File: src/rtl/fetch_stage_pkg.sv
// Shared constants and types for the fetch stage, CP0 and instruction memory.
// Holds the next-PC select codes, exception codes and the IF/ID register layout.
package fetch_stage_pkg;

    localparam logic [1:0] NPC_SEQ    = 2'b00;
    localparam logic [1:0] NPC_BRANCH = 2'b01;
    localparam logic [1:0] NPC_JUMP   = 2'b10;

    localparam logic [4:0] EXC_NONE = 5'd0;
    localparam logic [4:0] EXC_ADEL = 5'd4;

    localparam logic [31:0] PC_RESET_DEFAULT     = 32'h0000_3000;
    localparam logic [31:0] HANDLER_ADDR_DEFAULT = 32'h0000_4180;
    localparam int          IM_DEPTH_DEFAULT     = 4096;

    typedef struct packed {
        logic [31:0] instr;
        logic [31:0] pc;
        logic [4:0]  exc;
        logic        valid;
    } ifid_t;

    localparam ifid_t IFID_BUBBLE = '0;

    // Word-aligned and inside [lo, hi] inclusive is a legal instruction fetch.
    function automatic logic fetch_addr_bad(input logic [31:0] pc,
                                            input logic [31:0] lo,
                                            input logic [31:0] hi);
        return (pc[1:0] != 2'b00) || (pc < lo) || (pc > hi);
    endfunction

endpackage

File: src/rtl/fetch_stage_if.sv
// Fetch-side bus: instruction memory address/data plus the IF/ID outputs to decode.
interface fetch_stage_if;

    logic [31:0] im_pc;
    logic [31:0] im_instr;
    logic [31:0] d_instr;
    logic [31:0] d_pc;
    logic [4:0]  d_exc;
    logic        d_valid;

    modport master (
        output im_pc,
        input  im_instr,
        output d_instr,
        output d_pc,
        output d_exc,
        output d_valid
    );

    modport slave (
        input  im_pc,
        output im_instr,
        input  d_instr,
        input  d_pc,
        input  d_exc,
        input  d_valid
    );

endinterface

File: src/rtl/fetch_stage_if_id_reg.sv
// IF/ID pipeline register with hold and flush; flush beats hold so an
// exception can squash a stalled instruction.
module if_id_reg
    import fetch_stage_pkg::*;
(
    input  logic  clk,
    input  logic  reset,
    input  logic  hold,
    input  logic  flush,
    input  ifid_t din,
    output ifid_t dout
);

    ifid_t q;

    always_ff @(posedge clk) begin
        if (reset) begin
            q <= IFID_BUBBLE;
        end else if (flush) begin
            q <= IFID_BUBBLE;
        end else if (!hold) begin
            q <= din;
        end
    end

    assign dout = q;

endmodule

File: src/rtl/fetch_stage.sv
// Fetch stage: PC register, next-PC selection, fetch address check (AdEL)
// and the IF/ID register feeding decode.
module fetch_stage
    import fetch_stage_pkg::*;
#(
    parameter logic [31:0] PC_RESET     = PC_RESET_DEFAULT,
    parameter int          IM_DEPTH     = IM_DEPTH_DEFAULT,
    parameter logic [31:0] HANDLER_ADDR = HANDLER_ADDR_DEFAULT
) (
    input  logic          clk,
    input  logic          reset,
    input  logic          stall,
    input  logic [1:0]    npc_sel,
    input  logic [31:0]   npc_target,
    input  logic          eret,
    input  logic [31:0]   epc,
    input  logic          int_req,
    fetch_stage_if.master bus
);

    localparam logic [31:0] PC_LAST = PC_RESET + 32'(4 * IM_DEPTH) - 32'd4;

    logic [31:0] pc_q;
    logic [31:0] pc_next;
    logic [31:0] pc_seq;
    logic        fetch_bad;
    logic        flush;
    ifid_t       ifid_d;
    ifid_t       ifid_q;

    assign pc_seq    = pc_q + 32'd4;
    assign fetch_bad = fetch_addr_bad(pc_q, PC_RESET, PC_LAST);

    // Exception redirect outranks stall; eret and npc_sel wait for the stall to clear.
    always_comb begin
        pc_next = pc_q;
        if (int_req) begin
            pc_next = HANDLER_ADDR;
        end else if (!stall) begin
            if (eret) begin
                pc_next = epc;
            end else begin
                case (npc_sel)
                    NPC_SEQ:              pc_next = pc_seq;
                    NPC_BRANCH, NPC_JUMP: pc_next = npc_target;
                    default:              pc_next = pc_seq;
                endcase
            end
        end
    end

    always_ff @(posedge clk) begin
        if (reset) begin
            pc_q <= PC_RESET;
        end else begin
            pc_q <= pc_next;
        end
    end

    always_comb begin
        ifid_d       = IFID_BUBBLE;
        ifid_d.pc    = pc_q;
        ifid_d.valid = 1'b1;
        if (fetch_bad) begin
            ifid_d.instr = 32'd0;
            ifid_d.exc   = EXC_ADEL;
        end else begin
            ifid_d.instr = bus.im_instr;
            ifid_d.exc   = EXC_NONE;
        end
    end

    // A taken branch/jump keeps the delay slot; only eret and exceptions squash.
    assign flush = int_req || (eret && !stall);

    if_id_reg u_if_id_reg (
        .clk   (clk),
        .reset (reset),
        .hold  (stall),
        .flush (flush),
        .din   (ifid_d),
        .dout  (ifid_q)
    );

    assign bus.im_pc   = pc_q;
    assign bus.d_instr = ifid_q.instr;
    assign bus.d_pc    = ifid_q.pc;
    assign bus.d_exc   = ifid_q.exc;
    assign bus.d_valid = ifid_q.valid;

endmodule

File: src/flat_wrapper.sv
// flat-port wrapper written by rule: the top's interface ports become plain ports
module fetch_stage_flat import fetch_stage_pkg::*;
#(
    parameter logic [31:0] PC_RESET     = PC_RESET_DEFAULT,
    parameter int          IM_DEPTH     = IM_DEPTH_DEFAULT,
    parameter logic [31:0] HANDLER_ADDR = HANDLER_ADDR_DEFAULT
)
  (clk, reset, stall, npc_sel, npc_target, eret, epc, int_req, bus_im_pc, bus_im_instr, bus_d_instr, bus_d_pc, bus_d_exc, bus_d_valid);
  fetch_stage_if bus_i ();
  input  logic clk;
  input  logic reset;
  input  logic stall;
  input  logic [1:0] npc_sel;
  input  logic [31:0] npc_target;
  input  logic eret;
  input  logic [31:0] epc;
  input  logic int_req;
  output wire logic [$bits(bus_i.im_pc)-1:0] bus_im_pc;
  input wire logic [$bits(bus_i.im_instr)-1:0] bus_im_instr;
  output wire logic [$bits(bus_i.d_instr)-1:0] bus_d_instr;
  output wire logic [$bits(bus_i.d_pc)-1:0] bus_d_pc;
  output wire logic [$bits(bus_i.d_exc)-1:0] bus_d_exc;
  output wire logic [$bits(bus_i.d_valid)-1:0] bus_d_valid;
  assign bus_im_pc = bus_i.im_pc;
  assign bus_i.im_instr = bus_im_instr;
  assign bus_d_instr = bus_i.d_instr;
  assign bus_d_pc = bus_i.d_pc;
  assign bus_d_exc = bus_i.d_exc;
  assign bus_d_valid = bus_i.d_valid;
  fetch_stage #(.PC_RESET(PC_RESET), .IM_DEPTH(IM_DEPTH), .HANDLER_ADDR(HANDLER_ADDR)) u_core (.clk(clk), .reset(reset), .stall(stall), .npc_sel(npc_sel), .npc_target(npc_target), .eret(eret), .epc(epc), .int_req(int_req), .bus(bus_i));
endmodule
File: config.mk
export PLATFORM = sky130hd
export DESIGN_NAME = fetch_stage_flat
export DESIGN_NICKNAME = d
export VERILOG_FILES = /design/src/rtl/fetch_stage_pkg.sv /design/src/rtl/fetch_stage_if.sv /design/src/rtl/fetch_stage_if_id_reg.sv /design/src/rtl/fetch_stage.sv /design/src/flat_wrapper.sv
export SDC_FILE = /design/constraint.sdc
export NUM_CORES = 1
export LEC_CHECK = 0
export CAP_MARGIN = 20
export CORE_AREA = 5 5 148 150
export CTS_CLUSTER_SIZE = 30
export DETAILED_ROUTE_END_ITERATION = 6
export DIE_AREA = 0 0 153 155
export REMOVE_ABC_BUFFERS = 1
export SLEW_MARGIN = 20
export SYNTH_ARGS = -nofsm -noshare
export SYNTH_HDL_FRONTEND = slang
export SYNTH_SLANG_ARGS = --single-unit
File: constraint.sdc
create_clock -name clk -period 2.15 [get_ports clk]
set_input_delay 0.43 -clock clk [delete_from_list [all_inputs] [get_ports clk]]
set_output_delay 0.43 -clock clk [all_outputs]
set_load 0.05 [all_outputs]
==> results of run 1 <==
[report_power, final]
group	total, mW	switching [mW]	internal [mW]
Sequential	1.90	0.0459	1.86
Clock	2.03	0.745	1.29
Combinational	0.937	0.519	0.418
Total	4.87	1.31	3.56
[cell type report]
type | count | area [um^2]
Fill cell | 2111 | 13000
Multi-Input combinational cell | 408 | 2500
Timing Repair Buffer | 245 | 2360
Sequential cell | 98 | 1960
Tap cell | 275 | 344
Clock buffer | 11 | 243
Clock inverter | 5 | 125
Inverter | 9 | 33.8
[cells by family (layout without fill, tap and decap cells)]
family,Yosys count,count (layout)
compound gates,160,160
simple gates,193,193
flops,98,98
mux,32,32
fa+ha+maj,1,1
xor+xnor,18,18
buf+inv,95,270
other cells,1,4
[cell usage after synthesis (10+ instances only)]
cell type and n:
mux2i_1 32, nor2_1 79, nand3_1 18, o21ai_0 28, xor2_1 10, a211oi_1 14, buf_4 40, dfxtp_1 98
a21oi_1 43, a22oi_1 32, clkbuf_1 25, nor3_1 11, nand2_1 45
[state kept, by name (all words and copies together), names as in the netlist, named ones only]
signal,flops
u_core.u_if_id_reg.dout,66
u_core.bus.im_pc,30
[stage by stage]
step / util, % / hold slack [ns]
after global routing: 36.8 / 0.470
after detailed placement: 35.0 / 0.442
after CTS: 36.8 / 0.453
after floorplan: - / 0.507
final: 36.8 / 0.454
after global placement: 35.0 / 0.442
[cell usage in the layout (no fill, tap or decap), types with 4 or more instances in the layout]
master / count
nor4_1: 9
clkbuf_16: 9
inv_1: 9
o21ai_1: 7
nor3_1: 11
nor2_1: 79
bufinv_16: 4
conb_1: 4
xor2_1: 9
clkdlybuf4s50_1: 181
nand2_1: 45
a21oi_1: 43
o21ai_0: 27
buf_4: 55
xnor2_1: 7
nand3_1: 18
a22oi_1: 32
dfxtp_1: 98
mux2i_1: 32
nand4_1: 6
and4_1: 5
and3_1: 6
a31oi_1: 9
a211oi_1: 14
buf_12: 4
[repair_timing]
item,CTS,global route
endpoints found under the setup margin,2,3
hold endpoints to repair,0,0
resized for setup,2,3
[worst min-delay path by stage]
stage                                            start                                      end  slack (ns)  depth (start not counted)
5_1_grt        u_core.u_if_id_reg.dout[0]$_SDFFE_PP0N_  u_core.u_if_id_reg.dout[0]$_SDFFE_PP0N_        0.47                          2
6_report       u_core.u_if_id_reg.dout[0]$_SDFFE_PP0N_  u_core.u_if_id_reg.dout[0]$_SDFFE_PP0N_        0.45                          2
3_5_place_dp   u_core.u_if_id_reg.dout[0]$_SDFFE_PP0N_  u_core.u_if_id_reg.dout[0]$_SDFFE_PP0N_        0.44                          2
4_1_cts        u_core.u_if_id_reg.dout[0]$_SDFFE_PP0N_  u_core.u_if_id_reg.dout[0]$_SDFFE_PP0N_        0.45                          2
3_3_place_gp   u_core.u_if_id_reg.dout[0]$_SDFFE_PP0N_  u_core.u_if_id_reg.dout[0]$_SDFFE_PP0N_        0.44                          2
2_1_floorplan                                    reset         u_core.bus.im_pc[8]$_SDFFE_PP0P_        0.51                          1
[routing by layer]
layer / GRT usage, % / up-vias / share of wire [%]
met1: 20.5 / 2297 / 47
met2: 22.5 / 202 / 44
met4: 4.62 / 2 / 1.6
met3: 4.17 / 21 / 7.7
li1: - / 2440 / -
met5: 0 / - / 0.072
==> flow_metrics.env, run 1 <==
export IMPL_clkSinkCount=98
export IMPL_fin_tns_setup_ns=0
export IMPL_antenna_found_initial=1
export IMPL_yosys_area_share_simple_pct=18.8
export IMPL_synth_top_family_by_area="compound AO/OA/AOI/OAI gates"
export IMPL_diodes=0
export IMPL_die_h_um=155
export IMPL_dieArea_um2=23700
export IMPL_ys_ff_latch=98
export IMPL_ff2ff_setup_slack_ns=0.29
export IMPL_hold_class="reg2reg"
export IMPL_grt_usage_pct=14.8
export IMPL_clk_pin_slew_ns=0.07
export IMPL_grt_first_pass_wirelength_mm=27.7
export IMPL_cts_buffers=9
export IMPL_cp_top_family="buffers and inverters"
export IMPL_io_pin_count=205
export IMPL_synth_edff_count=0
export IMPL_holdBufCountCts=0
export IMPL_firstDrtPassIters=5
export IMPL_leakage_nw=2.83
export IMPL_p_per_area_nw_per_um2=644
export IMPL_root_buffer="clkbuf_16"
export IMPL_totalWireLength_mm=18.1
export IMPL_ir_drop_uv=357
export IMPL_startpoint_type="flip-flop"
export IMPL_worstPathMaxFanout=6
export IMPL_coreArea_um2=20600
export IMPL_place_ws_ns=-0.0488
export IMPL_fmax_mhz=475
export IMPL_synth_area_top_cells="dfxtp_1 (39%), mux2i_1 (6.4%), buf_4 (6.0%), nor2_1 (5.9%), a22oi_1 (4.8%)"
export IMPL_path_depth=1
export IMPL_critPathSlowestCell="clkdlybuf4s50_1"
export IMPL_start_util_pct=24.3
export IMPL_rsz0062_at_grt="no"
export IMPL_synth_warning_count=0
export IMPL_drc=0
export IMPL_crit_type="reg2out"
export IMPL_die_w_um=153
export IMPL_viasPerCell=4.72
export IMPL_fin_skew_ns=0.00852
export IMPL_row_count=53
export IMPL_dp_hpwl_mm=13.6
export IMPL_power_mw=4.87
export IMPL_area_growth_pct=51.7
export IMPL_drive_gt1_share_pct=11.9
export IMPL_status="finished clean"
export IMPL_fin_crit_sh_pct=97.8
export IMPL_clk_latency_ns=0.35
export IMPL_cp_arrival_ns=1.67
export IMPL_ant_nets=0
export IMPL_drt_initial_drc_count=276
export IMPL_worstPathCellList="clkdlybuf4s50_1"
export IMPL_grt_max_degree=47
export IMPL_hold_violations=0
export IMPL_io_buffers=200
export IMPL_worstSetupStartpoint="u_core.bus.im_pc[29]$_SDFFE_PP0N_"
export IMPL_finalNonFillerCells=1051
export IMPL_synthAdderAreaFrac_pct=0.251
export IMPL_via_count=4962
export IMPL_synth_compound_area_share_pct=20.6
export IMPL_setup_violations=0
export IMPL_syn_inst=598
export IMPL_r2r_end="u_core.bus.im_pc[15]$_SDFFE_PP0N_"
export IMPL_ys_async_sr_fraction_pct=0
export IMPL_crit_end="bus_im_pc[29]"
export IMPL_end_kind="primary output"
export IMPL_gp_congestion=0.818
export IMPL_fin_area_um2=7570
export IMPL_grt_pass1_vias=4704
export IMPL_worst_pin_slew_ns=0.589
export IMPL_netlist_area_leader_share_pct=39.3
export IMPL_synth_mux_area_share_pct=6.42
export IMPL_fin_ws_ns=0.0469
export IMPL_slew_headroom_pct=60.7
export IMPL_r2r_start="u_core.bus.im_pc[7]$_SDFFE_PP0P_"
export IMPL_cts_buffer_depth=2
export IMPL_avgSynthCellArea_um2=8.35
export IMPL_r2r_cells=6
export IMPL_placed_cells=1035
export IMPL_overflow=0
export IMPL_synth_xor_area_share_pct=3.16
export IMPL_critical_path_buf_inv_count=1
export IMPL_post_cts_setup_buffers=0
export IMPL_final_nets=875
export IMPL_yosysSeqAreaShare_pct=39.3
export IMPL_synth_top_cell_by_area="dfxtp_1"
export IMPL_ys_types=58
export IMPL_syn_area_um2=4990
export IMPL_max_cap_violations=0
export IMPL_drv_slew=0
export IMPL_wl_per_cell_um=17.2
export IMPL_cp_required_ns=1.72
export IMPL_h_tree_depth=3
export IMPL_post_route_min_period_ns=2.10
export IMPL_ys_flop_type="dfxtp_1"
export IMPL_dpl_cell_area_um2=7200
export IMPL_slowest_delay_ns=0.86
export IMPL_cts_tree="yes"
(Power assumes the default switching activity.)
==> run 2, diff against run 1 <==
- clock period: 2.15 -> 2.1 ns (I/O delays scaled with it)
==> run 2 against run 1 <==
Routed wire length rose by 0.64%. Total power fell by 4.0%. Core utilization fell by 0.097 points. Sequential cell count did not move. Hold slack barely moved. Final area fell by 0.26%. Via count fell by 0.42%. Largest power group is now registers.
==> flow_metrics.env, run 2 (synthesis gave the netlist of run 1 again) <==
export IMPL_post_route_min_period_ns=2.06
export IMPL_critical_path_buf_inv_count=1
export IMPL_grt_usage_pct=15.1
export IMPL_area_growth_pct=51.3
export IMPL_placed_cells=1041
export IMPL_crit_type="reg2out"
export IMPL_largest_reg_flops=66
export IMPL_gp_congestion=0.828
export IMPL_drt_initial_drc_count=255
export IMPL_ir_drop_uv=377
export IMPL_worstPathMaxFanout=5
export IMPL_final_nets=881
export IMPL_die_h_um=155
export IMPL_fmax_mhz=487
export IMPL_max_cap_violations=0
export IMPL_drv_slew=0
export IMPL_layout_commonest_cell="clkdlybuf4s50_1"
export IMPL_grt_pass1_vias=4810
export IMPL_hold_class="reg2reg"
export IMPL_startpoint_type="flip-flop"
export IMPL_via_count=4941
export IMPL_h_tree_depth=3
export IMPL_fin_crit_sh_pct=97.9
export IMPL_io_buffers=200
export IMPL_cp_required_ns=1.68
export IMPL_cts_tree="yes"
export IMPL_dieArea_um2=23700
export IMPL_clk_pin_slew_ns=0.07
export IMPL_start_util_pct=24.3
export IMPL_cp_arrival_ns=1.64
export IMPL_slew_headroom_pct=58.8
export IMPL_grt_max_degree=53
export IMPL_end_kind="primary output"
export IMPL_overflow=0
export IMPL_fin_tns_setup_ns=0
export IMPL_post_cts_setup_buffers=0
export IMPL_totalWireLength_mm=18.2
export IMPL_slowest_delay_ns=0.84
export IMPL_path_depth=1
export IMPL_dp_hpwl_mm=13.7
export IMPL_viasPerCell=4.68
export IMPL_fin_area_um2=7550
export IMPL_cts_buffers=9
export IMPL_holdBufCountCts=0
export IMPL_leakage_nw=2.87
export IMPL_setup_violations=0
export IMPL_clkSinkCount=98
export IMPL_r2r_cells=6
export IMPL_worstPathCellList="clkdlybuf4s50_1"
export IMPL_wl_per_cell_um=17.3
export IMPL_antenna_found_initial=0
export IMPL_worstHoldPathCells=2
export IMPL_cts_buffer_depth=2
export IMPL_io_pin_count=205
export IMPL_ant_nets=0
export IMPL_nFillCells=2139
export IMPL_root_buffer="clkbuf_16"
export IMPL_grt_first_pass_wirelength_mm=28.2
export IMPL_drive_gt1_share_pct=13.8
export IMPL_dpl_cell_area_um2=7230
export IMPL_clk_latency_ns=0.36
export IMPL_cts_resized=2
export IMPL_coreArea_um2=20600
export IMPL_finalNonFillerCells=1056
export IMPL_firstDrtPassIters=5
export IMPL_p_per_area_nw_per_um2=619
export IMPL_diodes=0
export IMPL_cp_top_family="buffers and inverters"
export IMPL_fin_skew_ns=0.00727
export IMPL_rsz0062_at_grt="no"
export IMPL_critPathSlowestCell="clkdlybuf4s50_1"
export IMPL_row_count=53
export IMPL_status="finished clean"
export IMPL_die_w_um=153
export IMPL_layout_common_cells="clkdlybuf4s50_1 (170), dfxtp_1 (98), nor2_1 (79)"
export IMPL_drc=0
export IMPL_worst_pin_slew_ns=0.617
export IMPL_hold_violations=0
-- run 2: per-layer routing --
| metal | track usage (%) | part of all wire [%] | vias up | wire length [um] |
|---|---|---|---|---|
| met3 | 4.78 | 6.8 | 13 | 1230 |
| li1 | - | - | 2446 | - |
| met2 | 23.8 | 45 | 179 | 8240 |
| met4 | 3.31 | 1.1 | 0 | 201 |
| met1 | 20.3 | 47 | 2303 | 8550 |
| met5 | 0 | 0 | - | 0 |
-- run 2: metrics by stage --
step | utilization, % | hold slack [ns] | setup slack (ns) | power [mW]
after floorplan | - | 0.497 | -2.52 | 2.43
after global placement | 35.2 | 0.442 | -0.0406 | 2.97
after detailed placement | 35.2 | 0.442 | -0.0348 | 2.97
after CTS | 36.6 | 0.454 | 0.0102 | 4.75
after global routing | 36.7 | 0.470 | 0.00153 | 4.89
final | 36.7 | 0.455 | 0.0450 | 4.68
-- run 2: layout make-up --
type | count | area (um^2) | share of cell area (%)
tap | 275 | 344 | 4.56
sequential | 98 | 1960 | 26.0
inverter | 9 | 33.8 | 0.447
multi-input combinational | 408 | 2510 | 33.2
clock buffer | 10 | 239 | 3.17
timing repair buffer | 251 | 2400 | 31.8
clock inverter | 5 | 62.6 | 0.829
-- run 2: where the power goes --
| part | switching (mW) | internal (mW) |
|---|---|---|
| combinational | 0.546 | 0.437 |
| clock | 0.795 | 0.958 |
| sequential | 0.0386 | 1.90 |
| total | 1.38 | 3.30 |
-- run 2: final timing paths --
check,slack [ns],startpoint,end
worst max-delay path,0.04,u_core.bus.im_pc[30]$_SDFFE_PP0N_,bus_im_pc[30]
worst min-delay path,0.45,u_core.u_if_id_reg.dout[0]$_SDFFE_PP0N_,u_core.u_if_id_reg.dout[0]$_SDFFE_PP0N_
worst max register to register,0.28,u_core.bus.im_pc[16]$_SDFFE_PP0N_,u_core.bus.im_pc[27]$_SDFFE_PP0N_
worst min register to register,0.45,u_core.u_if_id_reg.dout[0]$_SDFFE_PP0N_,u_core.u_if_id_reg.dout[0]$_SDFFE_PP0N_
-- run 2: worst register-to-register path: stages, from the launching register on --
cell and delay (ns):
dfxtp_1 0.50, and4_1 0.29, buf_4 0.16, nand3_4 0.12, nor4_2 0.33, xnor2_1 0.11
a211oi_1 0.22
